===== config.mk =====
export PLATFORM = sky130hd
export DESIGN_NAME = keypad4x4_scan
export DESIGN_NICKNAME = d
export VERILOG_FILES = /design/src/rtl/keypad4x4_scan.sv
export SDC_FILE = /design/constraint.sdc
export NUM_CORES = 1
export LEC_CHECK = 0
export BUFFER_PORTS_ARGS = -buffer_cell sky130_fd_sc_hd__buf_2
export CAP_MARGIN = 0
export CORE_ASPECT_RATIO = 0.6
export CORE_UTILIZATION = 40
export DETAILED_ROUTE_END_ITERATION = 10
export PLACE_DENSITY = 0.62
export SKIP_CTS_REPAIR_TIMING = 1
export SYNTH_ARGS = -nofsm -noshare
export SYNTH_HDL_FRONTEND = slang
export SYNTH_SLANG_ARGS = --single-unit

===== constraint.sdc =====
create_clock -name clk -period 3.8 [get_ports clk]
set_input_delay 0.38 -clock clk [delete_from_list [all_inputs] [get_ports clk]]
set_output_delay 0.38 -clock clk [all_outputs]
set_load 0.1 [all_outputs]

===== src/rtl/keypad4x4_scan.sv =====
`default_nettype none
// ============================================================================
//  Module      : keypad4x4_scan
//  Description : 4x4 active-low matrix keypad scanner. Drives one column low
//                at a time, synchronises and samples the rows, debounces
//                whole-keypad snapshots, and emits a one-cycle pulse with a
//                4-bit hex code for every newly accepted single-key press.
//                Optional macro KEYPAD_SHIFT_EN turns o_key_data into an
//                8-digit shift register of the most recent key codes;
//                without it o_key_data carries only the latest code.
//  Revision    : 1.0 - initial release
// ============================================================================
module keypad4x4_scan #(
    parameter int SCAN_DIV     = 16384,
    parameter int DEBOUNCE_CNT = 4
) (
    input  logic        clk,
    input  logic        rstn,
    input  logic [3:0]  i_row,
    output logic [3:0]  o_col,
    output logic        o_key_valid,
    output logic [3:0]  o_key_code,
    output logic        o_key_down,
    output logic [31:0] o_key_data
);

    // ------------------------------------------------------------------
    // Derived widths and constants
    // ------------------------------------------------------------------
    localparam int DIV_W = $clog2(SCAN_DIV);
    localparam int CNT_W = $clog2(DEBOUNCE_CNT + 1);

    localparam logic [DIV_W-1:0] DIV_LAST = DIV_W'(SCAN_DIV - 1);
    localparam logic [CNT_W-1:0] CNT_MAX  = CNT_W'(DEBOUNCE_CNT);
    localparam logic [CNT_W-1:0] CNT_ONE  = CNT_W'(1);

    // Two-state key tracker: waiting for a press, or waiting for release
    localparam logic [0:0] ST_IDLE = 1'b0;
    localparam logic [0:0] ST_HELD = 1'b1;

    // ------------------------------------------------------------------
    // Declarations
    // ------------------------------------------------------------------
    logic [3:0]       row_meta;
    logic [3:0]       row_sync;

    logic [DIV_W-1:0] div_cnt;
    logic [1:0]       col_idx;
    logic             col_last;
    logic             scan_done;

    logic [15:0]      snap_acc;
    logic [15:0]      snap_next;
    logic [15:0]      prev_snap;
    logic [CNT_W-1:0] stable_cnt;
    logic [CNT_W-1:0] cnt_next;
    logic             is_stable;

    logic             snap_zero;
    logic             snap_single;
    logic [3:0]       single_code;

    logic [0:0]       state;
    logic [0:0]       state_next;
    logic             fire;

    // ------------------------------------------------------------------
    // Row synchroniser: rows idle high (no key) out of reset
    // ------------------------------------------------------------------
    // Two-flop synchroniser for the asynchronous row inputs
    always_ff @(posedge clk or negedge rstn) begin
        if (!rstn) begin
            row_meta <= 4'hF;
            row_sync <= 4'hF;
        end else begin
            row_meta <= i_row;
            row_sync <= row_meta;
        end
    end

    // ------------------------------------------------------------------
    // Column scan timing
    // ------------------------------------------------------------------
    // Rows are sampled on the final cycle of each column period so the
    // synchronised rows reflect the column that is currently driven.
    assign col_last  = (div_cnt == DIV_LAST);
    assign scan_done = col_last && (col_idx == 2'd3);

    // Column period divider, column index and registered column drive
    always_ff @(posedge clk or negedge rstn) begin
        if (!rstn) begin
            div_cnt <= '0;
            col_idx <= 2'd0;
            o_col   <= 4'b1110;
        end else if (col_last) begin
            div_cnt <= '0;
            col_idx <= col_idx + 2'd1;
            o_col   <= {o_col[2:0], o_col[3]};
        end else begin
            div_cnt <= div_cnt + DIV_W'(1);
        end
    end

    // ------------------------------------------------------------------
    // Snapshot assembly
    // ------------------------------------------------------------------
    // Accumulated snapshot with the current column's row samples merged
    // in; at scan completion this is the full 16-key picture.
    always_comb begin
        snap_next = snap_acc;
        for (int r = 0; r < 4; r++) begin
            snap_next[{r[1:0], col_idx}] = ~row_sync[r];
        end
    end

    // Capture each column's rows into the snapshot at its sample point
    always_ff @(posedge clk or negedge rstn) begin
        if (!rstn) begin
            snap_acc <= '0;
        end else if (col_last) begin
            snap_acc <= snap_next;
        end
    end

    // ------------------------------------------------------------------
    // Debounce
    // ------------------------------------------------------------------
    // Count identical consecutive scans; saturate so a long stable period
    // yields only one acceptance transition.
    always_comb begin
        cnt_next = CNT_ONE;
        if (snap_next == prev_snap) begin
            if (stable_cnt == CNT_MAX) begin
                cnt_next = CNT_MAX;
            end else begin
                cnt_next = stable_cnt + CNT_ONE;
            end
        end
    end

    assign is_stable = scan_done && (cnt_next == CNT_MAX);

    // Remember the previous full scan and its stability count
    always_ff @(posedge clk or negedge rstn) begin
        if (!rstn) begin
            prev_snap  <= '0;
            stable_cnt <= '0;
        end else if (scan_done) begin
            prev_snap  <= snap_next;
            stable_cnt <= cnt_next;
        end
    end

    // ------------------------------------------------------------------
    // Snapshot classification
    // ------------------------------------------------------------------
    assign snap_zero   = (snap_next == 16'h0000);
    assign snap_single = !snap_zero && ((snap_next & (snap_next - 16'd1)) == 16'h0000);

    // Bit index of the pressed key; only meaningful when exactly one is set.
    // Bit index 4*row+col equals the key code {row, col}.
    always_comb begin
        single_code = 4'h0;
        for (int i = 0; i < 16; i++) begin
            if (snap_next[i]) begin
                single_code = 4'(i);
            end
        end
    end

    // ------------------------------------------------------------------
    // Press/release tracker
    // ------------------------------------------------------------------
    // Next-state logic: only a stable snapshot can move the tracker; a
    // chord enters HELD silently so it must be fully released first.
    always_comb begin
        state_next = state;
        fire       = 1'b0;
        if (is_stable) begin
            case (state)
                ST_IDLE: begin
                    if (snap_single) begin
                        fire       = 1'b1;
                        state_next = ST_HELD;
                    end else if (!snap_zero) begin
                        state_next = ST_HELD;
                    end
                end
                ST_HELD: begin
                    if (snap_zero) begin
                        state_next = ST_IDLE;
                    end
                end
                default: state_next = ST_IDLE;
            endcase
        end
    end

    // Tracker state register
    always_ff @(posedge clk or negedge rstn) begin
        if (!rstn) begin
            state <= ST_IDLE;
        end else begin
            state <= state_next;
        end
    end

    assign o_key_down = (state == ST_HELD);

    // ------------------------------------------------------------------
    // Key outputs
    // ------------------------------------------------------------------
    // Pulse, held key code and display word, all updated on acceptance
    always_ff @(posedge clk or negedge rstn) begin
        if (!rstn) begin
            o_key_valid <= 1'b0;
            o_key_code  <= 4'h0;
            o_key_data  <= 32'h0000_0000;
        end else begin
            o_key_valid <= fire;
            if (fire) begin
                o_key_code <= single_code;
`ifdef KEYPAD_SHIFT_EN
                // Newest key enters on the rightmost display digit
                o_key_data <= {o_key_data[27:0], single_code};
`else
                o_key_data <= {28'h0000000, single_code};
`endif
            end
        end
    end

endmodule
`default_nettype wire


==> metrics <==
GRT Resource Usage Total=0.1895; detailed-route vias per instance=5.143; cell with the most instances after synthesis=dfrtp_1; diodes inserted=0; Synth Flop Type=dfrtp_1; Num CTS Buffers=9; Chip Height=78.35 um; CTS tree=done; nets=450; Initial Util=0.4183; FFs w/ async S/R, synth=1.000; CTS clock-pin slew for the worst setup and hold paths=0.05 ns; combinational share of power=0.097; maximum VDD drop=236.0 uV; Arr. time, crit path=3.61 ns; Worst-Skew Late Latency=0.33 ns; Synth top area share=0.3735; sw frac=0.2626; Slew headroom=0.5195; synthesized flop and latch total=69; Post-synth EDFFs=0; clk_skew=0.006034 ns; Synth area leader=dfrtp_1; Cell Area, Placed=3991 um^2; CP peak stage delay=0.56 ns; critical path fanouts, max=13; Startpoint Class=flop; Routed Antenna Nets=0; synthesized area per cell=9.275 um^2; std cell rows=27; Top Ports=48; Mapped Cells=419; Via Count=2,942; hpwl dp=6327 um; die area=10,130 um^2; Post-Route WL=8541 um; worst reg2reg path depth=9; deepest clock path buffer count=2; Setup CP Type=reg -> reg; Final Critical Period=3.399 ns; Max-Cap Viols=0; FMAX=0.2942 GHz; Slowest-stage cell, CP=nor4_2; largest net degree at the start of global routing=40; leakage=1.987 nW; setup ws final=0.4014 ns; pre-CTS WS=0.4063 ns; final hold viol count=0; DR iter-0 viols=198; Clock power frac=0.472; worst path required time=4.01 ns; grt ovf=0; Area Overhead vs Synth=10.27%; DRC viols=0; Pint=1.281 mW; root buffer cell=clkbuf_16; Sink Count=69; Finished Cell Area=4285 um^2; Core Area=9290 um^2; Worst-Margin Slew=0.7208 ns; commonest cells in the netlist=58 x dfrtp_1, 50 x nand2_1, 35 x o21ai_0; Setup crit end=o_key_code[2]; setup TNS after final layout=0 ns; Final Wtd Congestion=0.9416; synth warn=0; Cell Pwr Density=405.5 nW/um^2; IO Port Bufs=19; critical-path cell list=inv_1, ha_1, nand2b_1, o211ai_1, nor4_2, a32oi_1, a211oi_1, nand4b_4, mux2_4; vias in the first global route=2,757; worst reg2reg endpoint=o_key_code[2]; min-delay worst type=in -> async; critical path launch point=col_idx[1]; Crit. End Element=flop; share of cells above drive strength 1=0.1493; Die Wd=129.3 um; Synth area leaders=dfrtp_1 37%, dfstp_2 7.4%, buf_4 6.6%; Slew Limit Fails=0; Flop pwr share=0.431; mapped cell area=3886 um^2; Final Cycle Share=0.8944; Reg-to-Reg Start=col_idx[1]; Routed wire per std cell=14.93 um; Initial DRT Pass Iterations=5; Yosys cell types=62; H-tree levels=3; Final Setup Violations=0; sw power=0.4563 mW; post-synthesis sequential area ratio=0.4478; Reg2Reg Setup Slack=0.40 ns; antenna violations before repair=0; RSZ-0062 raised after global routing=no; first-pass GRT wire length=14,450 um; run status=finished clean
sequential cells by signal (all words and copies together), names as in the netlist:
name and count:
col_idx 2, div_cnt 14, o_col 4, o_key_code 4
o_key_down 1, o_key_valid 1, prev_snap 16, row_meta 4
row_sync 4, snap_acc 16, stable_cnt 3
power by group through the flow:
stage	Combinational (mW)	Clock (mW)	Sequential [mW]
3_3_place_gp	0.169	0	0.762
5_1_grt	0.178	0.873	0.749
2_1_floorplan	0.166	0	0.758
4_1_cts	0.169	0.844	0.749
3_5_place_dp	0.169	0	0.761
6_report	0.169	0.820	0.749
layout make-up:
class                   count  area [um^2]
fillers                   886         5005
multi-input cells         314         1881
flip-flops and latches     69         1740
clock buffers              12        246.5
well taps                 130        162.7
repair buffers             25        140.1
inverters                  18        67.56
clock inverters             4        47.55
worst min path at each step:
stage                     slack (ns)  cells after the start           to
after detailed placement        0.35                      0  row_sync[3]
after global routing            0.13                      1  row_meta[0]
after global placement          0.35                      0  row_sync[3]
after floorplan                 0.08                      0   col_idx[0]
final                           0.11                      1  snap_acc[0]
after CTS                       0.12                      1  snap_acc[1]
worst max-delay path, delay by kind of cell (launching register included):
kind                       cells  cell delay (ns)
buffers and inverters          1             0.11
DFF                            1             0.40
muxes                          1             0.33
adders and majority gates      1             0.49
AOI/OAI and AO/OA              3             0.88
and+or+nand+nor                3             1.06
routing by layer:
metal / track usage / vias to the layer above / wire length, um
met3: 0.04908 / 11 / 626
met5: 0 / - / 0
li1: - / 1431 / -
met4: 0.06118 / 0 / 77
met1: 0.2983 / 1409 / 4606
met2: 0.2435 / 91 / 3231
placed cells by master, fill, tap and decap left out, types with 5 or more instances in the layout:
| cell | instances |
|---|---|
| conb_1 | 28 |
| a21oi_1 | 24 |
| and2_1 | 6 |
| nor2_1 | 30 |
| a31oi_1 | 10 |
| nor3_1 | 5 |
| xnor2_1 | 12 |
| buf_2 | 19 |
| dfrtp_1 | 58 |
| mux2i_1 | 5 |
| nand4_1 | 6 |
| inv_1 | 16 |
| dfstp_2 | 11 |
| o21ai_0 | 35 |
| clkbuf_16 | 9 |
| ha_1 | 7 |
| nand2_1 | 50 |
| nand2b_1 | 18 |
| and3_1 | 7 |
| buf_4 | 6 |
| nand3_1 | 9 |
| xor2_1 | 7 |
kinds of logic after synthesis:
family,after synthesis,share of synthesized area
AND/OR/NAND/NOR,153,0.2070
XOR/XNOR,19,0.04282
other,1,0.0009649
adder cells (fa/ha/maj),8,0.02511
flip-flops,69,0.4478
AO/OA/AOI/OAI,97,0.1539
buffers and inverters,63,0.09433
multiplexers,9,0.02801
stage by stage:
stage / power, mW / hold WS [ns] / utilization / cells
finish: 1.738 / 0.1074 / 0.4613 / 572
detailed placement: 0.9304 / 0.3479 / 0.4296 / 556
global placement: 0.9307 / 0.3468 / 0.4296 / 556
floorplan: 0.9246 / 0.08441 / - / 446
global route: 1.800 / 0.1266 / 0.4613 / 572
CTS: 1.762 / 0.1224 / 0.4613 / 572
(Power assumes the default switching activity.)
